### src/rtl/uart_pkg.sv
// Shared UART definitions: FSM state encoding, clocks-per-bit constants and baud mapping.
// Used by both the 8N1 receiver and the transmitter.
package uart_pkg;

   typedef enum logic [2:0] {
      IDLE    = 3'd0,
      START   = 3'd1,
      DATA    = 3'd2,
      PARITY  = 3'd3,
      STOP    = 3'd4,
      CLEANUP = 3'd5
   } uart_state_t;

   localparam int CLKS_PER_BIT_9600  = 1042;
   localparam int CLKS_PER_BIT_19200 = 521;
   localparam int CLKS_PER_BIT_38400 = 261;
   localparam int CLKS_PER_BIT_57600 = 174;

   function automatic logic [10:0] baud_clks(input logic [1:0] sel,
                                             input int c00, input int c01,
                                             input int c10, input int c11);
      case (sel)
         2'b00:   baud_clks = 11'(c00);
         2'b01:   baud_clks = 11'(c01);
         2'b10:   baud_clks = 11'(c10);
         default: baud_clks = 11'(c11);
      endcase
   endfunction

endpackage

### src/rtl/uart_bit_timer.sv
// Per-bit cycle counter: counts 0..n_clks-1 while enabled, tick at n_clks-1.
// Latency: tick is combinational from the registered count; no backpressure.
module uart_bit_timer (
   input  logic        i_Clock,
   input  logic        i_Rst_L,
   input  logic        en,
   input  logic [10:0] n_clks,
   output logic [10:0] count,
   output logic        tick
);

   assign tick = en && (count == n_clks - 11'd1);

   // Held at zero while disabled so each frame starts on a fresh bit boundary.
   always_ff @(posedge i_Clock or negedge i_Rst_L) begin
      if (!i_Rst_L)
         count <= 11'd0;
      else if (!en || tick)
         count <= 11'd0;
      else
         count <= count + 11'd1;
   end

endmodule

### src/rtl/uart_tx.sv
// 8N1 UART transmitter (8E1/8O1 when UART_TX_PARITY_EN is defined); start bit 1 cycle after accept.
// Backpressure: o_Tx_Ready is high only in IDLE; i_Tx_DV outside IDLE is dropped, not queued.
module uart_tx #(
   parameter int CLKS_PER_BIT_9600  = uart_pkg::CLKS_PER_BIT_9600,
   parameter int CLKS_PER_BIT_19200 = uart_pkg::CLKS_PER_BIT_19200,
   parameter int CLKS_PER_BIT_38400 = uart_pkg::CLKS_PER_BIT_38400,
   parameter int CLKS_PER_BIT_57600 = uart_pkg::CLKS_PER_BIT_57600,
   parameter bit PARITY_ODD         = 1'b0
) (
   input  logic       i_Clock,
   input  logic       i_Rst_L,
   input  logic       i_Tx_DV,
   input  logic [7:0] i_Tx_Byte,
   input  logic [1:0] baud_select,
   output logic       o_Tx_Serial,
   output logic       o_Tx_Active,
   output logic       o_Tx_Done,
   output logic       o_Tx_Ready
);
   import uart_pkg::*;

   uart_state_t state;
   logic [7:0]  shift_reg;
   logic [10:0] n_lat;
   logic [2:0]  bit_idx;
   logic [10:0] bit_cnt;
   logic        bit_tick;

   // o_Tx_Active spans exactly the start..stop bits, so it doubles as the timer enable.
   uart_bit_timer u_bit_timer (
      .i_Clock (i_Clock),
      .i_Rst_L (i_Rst_L),
      .en      (o_Tx_Active),
      .n_clks  (n_lat),
      .count   (bit_cnt),
      .tick    (bit_tick)
   );

   always_ff @(posedge i_Clock or negedge i_Rst_L) begin
      if (!i_Rst_L) begin
         state       <= IDLE;
         shift_reg   <= 8'h00;
         n_lat       <= 11'(CLKS_PER_BIT_9600);
         bit_idx     <= 3'd0;
         o_Tx_Serial <= 1'b1;
         o_Tx_Active <= 1'b0;
         o_Tx_Done   <= 1'b0;
         o_Tx_Ready  <= 1'b1;
      end else begin
         o_Tx_Done <= 1'b0;
         case (state)
            IDLE: begin
               if (i_Tx_DV) begin
                  shift_reg   <= i_Tx_Byte;
                  n_lat       <= baud_clks(baud_select, CLKS_PER_BIT_9600, CLKS_PER_BIT_19200,
                                           CLKS_PER_BIT_38400, CLKS_PER_BIT_57600);
                  bit_idx     <= 3'd0;
                  state       <= START;
                  o_Tx_Serial <= 1'b0;
                  o_Tx_Active <= 1'b1;
                  o_Tx_Ready  <= 1'b0;
               end
            end
            START: begin
               if (bit_tick) begin
                  state       <= DATA;
                  o_Tx_Serial <= shift_reg[0];
               end
            end
            DATA: begin
               if (bit_tick) begin
                  if (bit_idx == 3'd7) begin
                     bit_idx     <= 3'd0;
`ifdef UART_TX_PARITY_EN
                     state       <= PARITY;
                     o_Tx_Serial <= (^shift_reg) ^ PARITY_ODD;
`else
                     state       <= STOP;
                     o_Tx_Serial <= 1'b1;
`endif
                  end else begin
                     bit_idx     <= bit_idx + 3'd1;
                     o_Tx_Serial <= shift_reg[bit_idx + 3'd1];
                  end
               end
            end
`ifdef UART_TX_PARITY_EN
            PARITY: begin
               if (bit_tick) begin
                  state       <= STOP;
                  o_Tx_Serial <= 1'b1;
               end
            end
`endif
            STOP: begin
               if (bit_tick) begin
                  state       <= CLEANUP;
                  o_Tx_Active <= 1'b0;
                  o_Tx_Done   <= 1'b1;
               end
            end
            CLEANUP: begin
               state      <= IDLE;
               o_Tx_Ready <= 1'b1;
            end
            default: begin
               state       <= IDLE;
               o_Tx_Serial <= 1'b1;
               o_Tx_Active <= 1'b0;
               o_Tx_Ready  <= 1'b1;
            end
         endcase
      end
   end

   // The bit counter must never run past the latched bit length.
   a_cnt_in_range: assert property (@(posedge i_Clock) disable iff (!i_Rst_L) bit_cnt < n_lat);

endmodule

### config.mk
export PLATFORM = sky130hd
export DESIGN_NAME = uart_tx
export DESIGN_NICKNAME = d
export VERILOG_FILES = /design/src/rtl/uart_pkg.sv /design/src/rtl/uart_bit_timer.sv /design/src/rtl/uart_tx.sv
export SDC_FILE = /design/constraint.sdc
export NUM_CORES = 1
export LEC_CHECK = 0
export BUFFER_PORTS_ARGS = -buffer_cell sky130_fd_sc_hd__buf_4
export CAP_MARGIN = 20
export CORE_MARGIN = 5
export CORE_UTILIZATION = 41
export DETAILED_ROUTE_END_ITERATION = 10
export RECOVER_POWER = 25
export REMOVE_ABC_BUFFERS = 1
export SYNTH_ARGS = -nofsm -noshare
export SYNTH_HDL_FRONTEND = slang
export SYNTH_SLANG_ARGS = --single-unit
### constraint.sdc
create_clock -name i_Clock -period 3 [get_ports i_Clock]
set_input_delay 0.3 -clock i_Clock [delete_from_list [all_inputs] [get_ports i_Clock]]
set_output_delay 0.3 -clock i_Clock [all_outputs]
set_load 0.005 [all_outputs]
== After elaboration in Yosys (flattened, before gate mapping) ==
Index checks and enable logic that the tools add are counted.
Word-level totals
  word-level logic and storage cells: 69
  output and inout port bits: 4
  bits of input ports: 13
  flip-flop bits (word level): 40
Operators by class
  $add $sub $neg: 3
  muxes and demuxes: 25
  bitwise operators: 3
  equal/unequal tests: 13
  reduce and logical (&&, ||, !) cells: 15
  magnitude comparators: 1
Operators by type and width (number)
  $pmux 11 s3: 1
  $mux 3: 8
  $pmux 3 s4: 1
  $add 11x1->11 const B: 1
  $eq 11x11->1: 1
  $mux 11: 1
  $sub 11x1->11 const B: 1
  $eq 3x3->1 const B: 3
  $mux 1: 9
  $ne 2x1->1 const B: 3
  $pmux 3 s2: 1
  $reduce_and 3->1: 2
  $reduce_or 3->1: 2
  $reduce_and 5->1: 1
  $lt 3x4->1 const B: 1
  $ne 2x2->1 const B: 2
  $pmux 1 s4: 1
  $reduce_and 2->1: 2
  $reduce_and 4->1: 1
  $add 3x1->3 const B: 1
  $bmux 1 s3: 1
  $eq 3x1->1 const B: 1
  $eq 3x2->1 const B: 1
  $logic_not 3->1: 1
  11 further kinds: 13

== Longest topological paths before layout ==
  depth in word-level cells: 6
  gate-level depth with buffers: 10

== By module ==
Synthesis repeated with hierarchy kept, for this count alone.
Second synthesis, totals
  cells, all modules: 220
  area total of the unflattened synthesis: 2303.5 um^2
Modules (own cells, without submodules)
  uart_tx: cells an instance 104, instances 1, seq. area each 655.6 um^2, area each 1249.9 um^2
  uart_bit_timer: cells an instance 116, instances 1, seq. area each 275.3 um^2, area each 1053.5 um^2

== Least setup slack after synthesis ==
OpenSTA, ideal clock, no wires.
  kind: flip-flop to flip-flop
  start: reg n_lat[1]
  end: reg bit_idx[0]
  setup slack: 0.573 ns
  path buffers: 0
  setup time: 0.121 ns
  data arrival time: 2.306 ns
  stages on the path, launching flop included: 9
  cell sequence: dfstp_2 inv_1 ha_1 nor4b_4 a211o_1 a2111oi_2 nand4_2 mux2_2 a22o_1
On the way
  cells in the longest elaborated chain, start to end: 5
RTL lines
  start: declaration: line uart_tx.sv:24  | logic [10:0] n_lat;
  start signal: assignment: line uart_tx.sv:43  | n_lat <= 11'(CLKS_PER_BIT_9600);
  start signal: assignment: line uart_tx.sv:55  | n_lat <= baud_clks(baud_select, CLKS_PER_BIT_9600, CLKS_PER_BIT_19200,
  $sub 11x1->11: line uart_bit_timer.sv:12  | assign tick = en && (count == n_clks - 11'd1);
  $eq 11x11->1: line uart_bit_timer.sv:12
  $logic_and 1x1->1: line uart_bit_timer.sv:12
  $ne 2x1->1 (no line)
  $reduce_and 3->1 (no line)
  end signal: assignment: line uart_tx.sv:82  | bit_idx <= bit_idx + 3'd1;
  end: declaration: line uart_tx.sv:25  | logic [2:0] bit_idx;
Every way passes these cells.
A chain may end at the register's enable or synchronous reset.

== Worst setup path after layout ==
  start: reg n_lat[1]
  end: reg bit_idx[1]
The elaborated chain is that of the path after synthesis.

==> results.toml <==
[sta]
fin_crit_sh = 0.911
rsz0062_at_grt = "no"
slew_headroom = -0.337
finalSetupTns_ns = 0
timing.hold.ws_ns = 0.235
setup_viol = 0
period_minus_slack_ns = 2.73
maxSlewViolCount = 38
clock_skew_ns = 0.00401
tightestPinTransition_ns = 2.01
hold_viol = 0
max_freq_mhz = 366

[synthesis]
syn_area_per_cell_um2 = 10.4
yosysWarnings = 0
synthArstFlopShare = 1.00
yosys_register_bits = 37
ys.flop_type = "dfrtp_1"
netlist_instances = 198
synth_cell_types = 46
ys_seq_area_frac = 0.454
synth_edf_count = 0
synthesis.area_um2 = 2050

[worst_setup_path]
cp.arrival_ns = 2.92
critPathCaptureType = "flip-flop"
criticalPathCategory = "reg2reg"
required_ns = 3.19
startpoint_type = "flip-flop"
r2r_cells = 9
crit_path_max_fanout = 9

[run]
maxCapViolCount = 1

[layout]
final_cells = 284
final_util = 0.488
drive_gt1_frac = 0.217
largest_reg_flops = 11
areaGrowthSynthToFinish_pct = 13.9
nFillCells = 467
nets = 237
antennaDiodeCount = 0

[clocking]
cts-buffers-inserted = 5
ctsResizeCount = 0
post_cts_buffers = 0
cts_tree = "yes"
clock_latency_ns = 0.29
cts.clk_slew.worst_paths_ns = 0.07
cts_buffer_depth = 2
cts.sinks = 37
cts-root-buf = "clkbuf_8"
h-tree-depth = 2

[power_and_ir_drop]
p_leak_nw = 1.03
power.total_mw = 1.99
vdd_ir_drop_max_v = 0.000350
powerDensity_nw_per_um2 = 853

[route]
drc = 0
vias = 1471
detail-route-antenna-nets = 0
viasPerCell = 5.18
drt_iter0_drc = 45
routed_wl_mm = 3.81
drtPass1Iterations = 4
wire_per_inst_um = 13.4

[floorplanning]
start_util = 0.428
die_w_um = 80.7
die_height_um = 80.7
pin_count = 17
core_region_area_um2 = 4790
std_cell_rows = 25
floorplan.die_area_um2 = 6510

[placed_design]
place_hpwl_mm = 2.77
dp.cells = 275
globalplace.congestion = 0.773
port_buffers = 16

[global_route]
overflow = 0
grt_pass1_wl_mm = 6.76
grt_util_all_layers = 0.137
antenna_found_initial = 0
grt_max_degree = 38
grt_pass1_vias = 1419

[min_path]
min_path_type = "in2reg"
whs_path_depth = 2

[run_status]
status = "finished, violations left"
failed_checks = "max-capacitance violations, max-slew violations"
[synth_stat cells, types with 2 or more instances]
cell / count / area share
xor2_1: 10 / 0.043
nand2_1: 10 / 0.018
nand4_1: 4 / 0.012
nand3_1: 9 / 0.022
xnor2_1: 8 / 0.034
nand3b_1: 3 / 0.011
nor3_1: 3 / 0.0073
o31ai_1: 2 / 0.0073
buf_2: 2 / 0.0049
and3_1: 3 / 0.0092
inv_1: 7 / 0.013
a21o_1: 2 / 0.0073
mux2_2: 12 / 0.066
mux4_2: 2 / 0.022
dfstp_2: 4 / 0.051
a21oi_1: 7 / 0.017
o21ai_0: 6 / 0.015
mux2i_1: 2 / 0.0098
nand2b_1: 2 / 0.0061
or3_1: 3 / 0.0092
nor2_1: 28 / 0.051
dfrtp_1: 33 / 0.40
ha_1: 8 / 0.049
clkbuf_1: 6 / 0.011
[power by group]
part | internal, mW | switching [mW] | total [mW] | leakage [nW]
clock | 0.161 | 0.174 | 0.335 | 0.0450
combinational | 0.404 | 0.348 | 0.752 | 0.528
sequential | 0.688 | 0.216 | 0.904 | 0.461
total | 1.25 | 0.738 | 1.99 | 1.03
[through the flow]
stage	worst slack (ns)	instance area, um2
detailed placement	0.276	2240
global placement	0.322	2240
floorplan	-0.0784	2010
CTS	0.275	2340
global route	0.00723	2330
finish	0.268	2330
[cell usage in the layout (no fill, tap or decap), types with 3 or more instances in the layout]
cell type / count
buf_4: 18
or3_1: 3
nor3_1: 3
and3_1: 3
nand3b_1: 3
nand4_1: 4
mux2_2: 12
clkbuf_8: 5
inv_1: 7
ha_1: 8
nand2_1: 10
dfstp_2: 4
nand3_1: 9
nor2_1: 28
a21oi_1: 7
xnor2_1: 8
o21ai_0: 6
xor2_1: 10
dfrtp_1: 33
[cell type report]
cell class              instances  area [um2]  area share
clock inverters                 2        10.0     0.00429
repair buffers                 20         149      0.0638
flip-flops and latches         37         931       0.399
multi-input cells             145        1060       0.455
clock buffers                   6        72.6      0.0311
well taps                      67        83.8      0.0359
inverters                       7        26.3      0.0113
[routing by layer]
layer / share of wire / vias up / GRT usage
met3: 0.039 / 6 / 0.0392
met1: 0.49 / 708 / 0.186
li1: - / 736 / -
met4: 0.023 / 0 / 0.0659
met2: 0.44 / 21 / 0.200
met5: 0 / - / 0
[timing repair]
item | CTS | global route
setup endpoints to repair | 0 | 1
hold buffers | 1 | 0
hold endpoints to repair | 33 | 0
[critical path, cell delays in order, from the launching register on]
cell,delay [ns]
dfstp_2,0.55
inv_1,0.04
ha_1,0.24
nor4b_4,0.16
a211o_1,0.31
a2111oi_2,0.44
nand4_2,0.31
buf_4,0.25
a21o_1,0.17
a21o_1,0.16
[cells by family (layout without fill, tap and decap cells)]
group,Yosys count,after routing,share of synthesized area
buffers and inverters,16,35,0.0311
AO/OA/AOI/OAI,31,31,0.107
flip-flops,37,37,0.454
AND/OR/NAND/NOR,72,72,0.184
adder cells (fa/ha/maj),8,8,0.0488
multiplexers,16,16,0.0977
XOR/XNOR,18,18,0.0769
[final timing paths]
path,from,end,slack (ns)
max reg2reg,n_lat[1],bit_idx[1],0.27
max in group asynchronous,i_Rst_L,u_bit_timer.count[2],0.73
min reg2reg,bit_idx[1],bit_idx[1],0.49
min in group asynchronous,i_Rst_L,u_bit_timer.count[5],1.12
min,i_Tx_Byte[7],shift_reg[7],0.24
max,n_lat[1],bit_idx[1],0.27
No activity file was read; power rests on OpenSTA's default activity.
